File: src/rtl/move_sequencer.sv
// move_sequencer
//
// Record-and-playback controller for the robot drive torques. Up to DEPTH
// (left, right) torque pairs are pushed onto a stack-ordered buffer with
// save, and the most recent one is removed with delete. On execute the
// stored moves are replayed in recording order. Each move is held for
// STEP_CYCLES cycles, and then the torque outputs return to zero.
//
// Handshake: save, delete, clear and execute are one-cycle command pulses.
// A command is sampled on every rising edge where it is high. There is no
// back-pressure, so a command the current state cannot honour is dropped.
// In IDLE the highest-priority asserted command (clear > execute > delete
// > save) owns the cycle. In RUN only clear acts.
//
// Ports
//   CLOCK50        in   system clock, rising edge
//   reset          in   synchronous active-high reset
//   save           in   push (left_in, right_in) when not full
//   delete         in   pop the most recent move when not empty
//   clear          in   empty the buffer and abort playback
//   execute        in   start playback when not empty
//   left_in        in   torque to record, left wheel
//   right_in       in   torque to record, right wheel
//   left_torque    out  registered playback torque, left
//   right_torque   out  registered playback torque, right
//   count          out  number of stored moves
//   step_idx       out  index of the move being played (0 when idle)
//   busy           out  high while playing back
//   full           out  count == DEPTH
//   empty          out  count == 0
//   done           out  one-cycle pulse when playback completes normally
//   state_dbg      out  current FSM state (0 = IDLE, 1 = RUN)

module move_sequencer #(
  parameter int DEPTH       = 16,
  parameter int TORQUE_W    = 9,
  parameter int STEP_CYCLES = 50_000_000
) (
  input  logic                         CLOCK50,
  input  logic                         reset,
  input  logic                         save,
  input  logic                         delete,
  input  logic                         clear,
  input  logic                         execute,
  input  logic [TORQUE_W-1:0]          left_in,
  input  logic [TORQUE_W-1:0]          right_in,
  output logic [TORQUE_W-1:0]          left_torque,
  output logic [TORQUE_W-1:0]          right_torque,
  output logic [$clog2(DEPTH+1)-1:0]   count,
  output logic [$clog2(DEPTH)-1:0]     step_idx,
  output logic                         busy,
  output logic                         full,
  output logic                         empty,
  output logic                         done,
  output logic                         state_dbg
);

  localparam int CW = $clog2(DEPTH + 1);
  localparam int IW = $clog2(DEPTH);
  localparam int TW = $clog2(STEP_CYCLES);

  typedef enum logic {IDLE = 1'b0, RUN = 1'b1} state_t;

  state_t              state, state_d;
  logic [CW-1:0]       count_d;
  logic [IW-1:0]       idx_d;
  logic [IW-1:0]       idx_next;
  logic [TW-1:0]       timer, timer_d;
  logic [TORQUE_W-1:0] left_d, right_d;
  logic                done_d;
  logic                push;
  logic                last_step;

  logic [TORQUE_W-1:0] left_mem  [DEPTH];
  logic [TORQUE_W-1:0] right_mem [DEPTH];

  assign busy      = (state == RUN);
  assign full      = (count == CW'(DEPTH));
  assign empty     = (count == '0);
  assign state_dbg = state;

  assign idx_next  = step_idx + IW'(1);
  // The move on show is the last stored one when step_idx + 1 == count.
  assign last_step = ((CW'(step_idx) + CW'(1)) == count);

  always_comb begin
    state_d = state;
    count_d = count;
    idx_d   = step_idx;
    timer_d = timer;
    left_d  = left_torque;
    right_d = right_torque;
    done_d  = 1'b0;
    push    = 1'b0;
    case (state)
      IDLE: begin
        if (clear) begin
          count_d = '0;
        end else if (execute) begin
          if (count != '0) begin
            state_d = RUN;
            idx_d   = '0;
            left_d  = left_mem[0];
            right_d = right_mem[0];
            timer_d = TW'(STEP_CYCLES - 1);
          end
        end else if (delete) begin
          if (count != '0) count_d = count - CW'(1);
        end else if (save) begin
          if (count < CW'(DEPTH)) begin
            push    = 1'b1;
            count_d = count + CW'(1);
          end
        end
      end
      RUN: begin
        if (clear) begin
          state_d = IDLE;
          count_d = '0;
          idx_d   = '0;
          timer_d = '0;
          left_d  = '0;
          right_d = '0;
        end else if (timer == '0) begin
          if (last_step) begin
            state_d = IDLE;
            idx_d   = '0;
            left_d  = '0;
            right_d = '0;
            done_d  = 1'b1;
          end else begin
            idx_d   = idx_next;
            left_d  = left_mem[idx_next];
            right_d = right_mem[idx_next];
            timer_d = TW'(STEP_CYCLES - 1);
          end
        end else begin
          timer_d = timer - TW'(1);
        end
      end
      default: state_d = IDLE;
    endcase
  end

  always_ff @(posedge CLOCK50) begin
    if (reset) begin
      state        <= IDLE;
      count        <= '0;
      step_idx     <= '0;
      timer        <= '0;
      left_torque  <= '0;
      right_torque <= '0;
      done         <= 1'b0;
    end else begin
      state        <= state_d;
      count        <= count_d;
      step_idx     <= idx_d;
      timer        <= timer_d;
      left_torque  <= left_d;
      right_torque <= right_d;
      done         <= done_d;
    end
  end

  // Storage. A pop only moves count, so data above count is stale but kept.
  always_ff @(posedge CLOCK50) begin
    if (reset) begin
      for (int i = 0; i < DEPTH; i++) begin
        left_mem[i]  <= '0;
        right_mem[i] <= '0;
      end
    end else if (push) begin
      left_mem[count[IW-1:0]]  <= left_in;
      right_mem[count[IW-1:0]] <= right_in;
    end
  end

endmodule

File: config.mk
export PLATFORM = sky130hd
export DESIGN_NAME = move_sequencer
export DESIGN_NICKNAME = d
export VERILOG_FILES = /design/src/rtl/move_sequencer.sv
export SDC_FILE = /design/constraint.sdc
export NUM_CORES = 1
export LEC_CHECK = 0
export BUFFER_PORTS_ARGS = -buffer_cell sky130_fd_sc_hd__buf_2
export CORE_MARGIN = 3
export CORE_UTILIZATION = 55
export CTS_CLUSTER_SIZE = 10
export DETAILED_ROUTE_END_ITERATION = 8
export MAX_ROUTING_LAYER = met4
export PLACE_DENSITY = 0.76
export RECOVER_POWER = 50
export REMOVE_ABC_BUFFERS = 1
export SYNTH_ARGS = -nofsm -noshare
export SYNTH_HDL_FRONTEND = slang
export SYNTH_SLANG_ARGS = --single-unit
File: constraint.sdc
create_clock -name CLOCK50 -period 4.1 [get_ports CLOCK50]
set_input_delay 0.41 -clock CLOCK50 [delete_from_list [all_inputs] [get_ports CLOCK50]]
set_output_delay 0.41 -clock CLOCK50 [all_outputs]
set_load 0.01 [all_outputs]
-- Word level (Yosys, flattened, before mapping)
Memory sizes are Yosys's and may differ from the RTL's.
Cells that the tools add are included.
- bits in registers: 55
- latch bits: 0
- bits in writable memories: 288
- ROM bits: 0
- memories kept: 2
- $add $sub $neg: 5
- $mul: 0
- div/mod/pow operators: 0
- order comparisons: 1
- eq/ne operators: 12
- shifts and indexed selects: 0
- mux-type cells: 61
- bitwise logic cells: 2
- reductions and logical operators: 9
- memory list (memory ; words ; bits a word ; rd ports ; clocked after memory_dff ; write ports ; line ; source):
    left_mem ; 16 ; 9 ; 2 ; 0 ; 16 ; 74 ; logic [TORQUE_W-1:0] left_mem [DEPTH];
    right_mem ; 16 ; 9 ; 2 ; 0 ; 16 ; 75 ; logic [TORQUE_W-1:0] right_mem [DEPTH];
- operators by type and width (cell ; number):
    26-bit 2-to-1 mux ; 6
    9-bit 2-to-1 mux ; 14
    26-bit one-hot mux with 2 select lines ; 1
    9-bit one-hot mux with 2 select lines ; 2
    5-bit 2-to-1 mux ; 7
    4-bit 2-to-1 mux ; 8
    26-bit logical NOT ; 1
    26-bit by 1-bit subtractor with 26-bit output (second input constant) ; 1
    1-bit 2-to-1 mux ; 20
    9-bit OR reduction ; 2
    4-bit != test (second input constant) ; 4
    5-bit one-hot mux with 2 select lines ; 1
    2-bit != test (second input constant) ; 4
    4-bit one-hot mux with 2 select lines ; 1
    4-bit AND reduction ; 2
    4-bit by 1-bit adder with 5-bit output (second input constant) ; 1
    5-bit by 1-bit adder with 5-bit output (second input constant) ; 1
    5-bit equality test ; 1
    5-bit equality test (second input constant) ; 1
    5-bit logical NOT ; 1
    5-bit < comparator (second input constant) ; 1
    5-bit AND reduction ; 1
    5-bit nonzero test ; 1
    5-bit by 1-bit subtractor with 5-bit output (second input constant) ; 1
    other kinds (6) ; 7

-- Longest topological paths before layout
- depth in word-level cells: 12
- gate-level depth with buffers: 10
- mapped depth without buffers: 8

-- Worst setup path before layout
OpenSTA, ideal clock, no wires.
- path type: input to register
- start point: input clear
- end point: memory left_mem[9][0] (enable)
- library setup time: 418 ps
- data arrival time: 2761 ps
- data required time: 3682 ps
- slack: 921 ps
- stages on the path: 5
- cell sequence: nor2_1 > nand2_1 > nor4_1 > nand3b_1 > o21ai_0
- RTL lines (element ; line ; source):
    from (decl) ; 43 ; input logic clear,
    to (decl) ; 74 ;

-- Worst setup path after layout
- start point: register step_idx[0]
- end point: register timer[25]
- longest elaborated chain between the ends: 4
- ends and longest elaborated chain (element ; line ; source):
    from (decl) ; 50 ; output logic [$clog2(DEPTH)-1:0] step_idx,
    from (signal assigned) ; 157 ; step_idx <= idx_d;
    4-bit by 1-bit adder with 5-bit output ; 84 ; assign last_step = ((CW'(step_idx) + CW'(1)) == count);
    5-bit equality test ; 84 ;
    4-bit != test (no line) ; -- ;
    4-bit AND reduction (no line) ; -- ;
    to (signal assigned) ; 158 ; timer <= timer_d;
    to (decl) ; 68 ; logic [TW-1:0] timer, timer_d;
Every way passes these cells.
A chain may end at the register's enable or synchronous reset.

==> results.yml <==
setup_path:
  required_ns: 4.52
  path_cells: "ha_1 -> xnor2_1 -> clkbuf_1 -> o2111a_1 -> nand4b_1 -> clkbuf_1 -> and2_0 -> o311a_1"
  reg2reg_depth: 8
  cp_max_fo: 25
  end_kind: "flip-flop"
  cp_common_cell: "clkbuf_1"
  r2r_setup_slack_ns: 0.72
  slowest_delay_ns: 0.59
  crit_end: "timer[25]"
  r2r-end: "timer[25]"
  crit_arrival_ns: 3.80
  reg2reg_from: "step_idx[0]"
  start_kind: "flip-flop"
  slowest_stage: "dfxtp_4"
  critPathLaunch: "step_idx[0]"
  critPathKind: "reg2reg"
sta:
  drv_slew: 0
  slew_headroom_pct: 13.45
  fin_crit_ns: 3.380
  tns_ns: 0
  setup_viol: 0
  rsz0062_at_grt: "no"
  max_freq_mhz: 295.9
  tightestPinTransition_ns: 1.298
  timing.final.crit_share_pct: 82.44
  timing.final.hold_violations: 0
  fin_skew_ns: 0.02141
drt:
  totalWireLength_um: 38100
  first_pass_iters: 6
  drc: 0
  detail-route-antenna-nets: 0
  wire_per_inst_um: 22.46
  viasPerCell: 6.042
  drt-initial-drc-count: 1010
  num_vias: 10248
finish:
  final_cell_area_um2: 18130
  multiInputGateArea_um2: 6152
  fin_cells: 1696
  final_core_util_pct: 62.67
  syn_to_final_growth_pct: 11.35
  num-fill-cells: 2200
  n_antenna_cell: 0
  drive_gt1_share_pct: 14.48
  seq_area_um2: 9753
  nNetsFinal: 1322
synthesis:
  synthFlopType: "edfxtp_1"
  synth_edf_count: 288
  synth-compound-area-share_pct: 6.722
  synth_simple_gate_area_share_pct: 17.78
  syn_avg_cell_area_um2: 13.11
  netlist_instances: 1242
  yosys_register_bits: 343
  synth_fa_ha_area_share_pct: 0.5071
  synth_top_area_share_pct: 53.10
  netlist_area_um2: 16290
  yosysUniqueCellTypes: 69
  synth_top_cell_by_area: "edfxtp_1"
  synth.area.top_cells: "edfxtp_1 53%, and2_1 11%, mux4_2 7.9%, dfxtp_1 6.8%, mux2i_1 3.8%"
  synth_top_family_by_area: "simple AND/OR/NAND/NOR gates"
  async_reset_ff_share_pct: 0
  muxShareOfSynthArea_pct: 11.69
  synth-xor-area-share_pct: 0.6377
  yosysMostFrequentCell: "and2_1"
  yosys_warnings: 0
  synth_common_cells: "289 x and2_1, 288 x edfxtp_1, 68 x clkbuf_1"
  synth-seq-area-share_pct: 59.86
floorplanning:
  die-width_um: 178.1
  row_count: 62
  start_util_pct: 56.28
  design.die.area_um2: 31710
  die_y_um: 178.1
  ios: 56
  core_um2: 28940
placed_design:
  gp_congestion: 0.8724
  placed_cell_area_um2: 17110
  placed_cells: 1634
  port_buffers: 55
  post-dp-hpwl_um: 23810
grt:
  globalRoute.totalOverflow: 0
  grt_pass1_wl_um: 59590
  grt_antenna_before_repair: 0
  grt_max_degree: 49
  grt_pass1_vias: 10401
  track_usage_pct: 25.40
worst_hold_path:
  min-delay-path-class: "in2reg"
clocking:
  clock_path_buffers: 3
  cts_tree: "yes"
  cts_resized: 0
  numCtsBuffers: 40
  clock-sinks: 343
  path_clk_slew_ns: 0.06
  htree_levels: 2
  holdBufCountCts: 0
  clockRootBuffer: "clkbuf_16"
  clk-insertion-delay-late_ns: 0.54
  postCtsSetupRepairBufs: 0
power:
  total_power_w: 0.007953
  power_leakage_nw: 6.245
  power_density_nw_per_um2: 438.6
  ir_worst_vdd_mv: 0.3151
job:
  cap_viol_max_count: 0
outcome:
  outcome: "completed"
registers in the layout, summed over array words and instances (netlist names), 4 cells and up:
name	cells
step_idx	4
right_mem	144
timer	26
count	5
left_mem	144
left_torque	9
right_torque	9
kinds of logic after synthesis:
family / after synthesis
adder cells (fa/ha/maj): 6
flip-flops: 343
AO/OA/AOI/OAI: 156
multiplexers: 119
XOR/XNOR: 11
buffers and inverters: 111
AND/OR/NAND/NOR: 496
routing by layer:
| layer | track usage [%] | vias up | part of all wire [%] |
|---|---|---|---|
| li1 | - | 4680 | - |
| met1 | 34.57 | 5112 | 41 |
| met2 | 39.59 | 394 | 48 |
| met3 | 4.683 | 62 | 8.3 |
| met4 | 7.330 | 0 | 2.5 |
| met5 | - | - | 0 |
report_power, final:
group          switching, W  internal, W  total (W)
Clock               0.00134      0.00185    0.00319
Sequential        0.0000835      0.00391    0.00399
Combinational      0.000501     0.000272   0.000773
Total               0.00192      0.00603    0.00795
area by class of cell:
type	instances	area share, %
clock inverter	4	0.2967
sequential	343	53.78
clock buffer	58	6.065
tap	384	2.650
timing repair buffer	100	2.884
multi-input combinational	788	33.93
inverter	19	0.3933
how the worst min path moves through the flow:
stage | start | endpoint | slack, ns | cells after the start
final | execute | busy | 0.33 | 3
after global routing | execute | busy | 0.33 | 3
after CTS | execute | busy | 0.30 | 3
after detailed placement | timer[11] | timer[11] | 0.48 | 1
after global placement | timer[11] | timer[11] | 0.47 | 1
after floorplan | timer[11] | timer[11] | 0.43 | 1
layout by cell type, fill, tap and decap left out, types with 19 or more instances in the layout:
cell       count
nor2b_1       24
mux2i_1       62
nand2_1       67
clkbuf_1      66
clkbuf_16     41
nor2_1        44
and2_1       146
buf_4         22
o22ai_1       42
and2_0       144
buf_2         26
mux4_2        57
edfxtp_1     288
dfxtp_1       54
inv_1         19
critical path, delay by kind of cell (launching register included):
kind,cells,cell delay (ns)
fa+ha+maj,1,0.45
flops,1,0.59
buf+inv,2,0.85
compound gates,2,0.70
xor+xnor,1,0.17
simple gates,2,0.50
metrics by stage:
stage / hold slack, ns / setup slack [ns]
floorplan: 0.4335 / -1.968
global placement: 0.4722 / 1.084
detailed placement: 0.4815 / 1.058
CTS: 0.2996 / 1.045
global route: 0.3293 / 0.4800
finish: 0.3261 / 0.7200
Note: power is estimated with default switching activity, not from simulation.
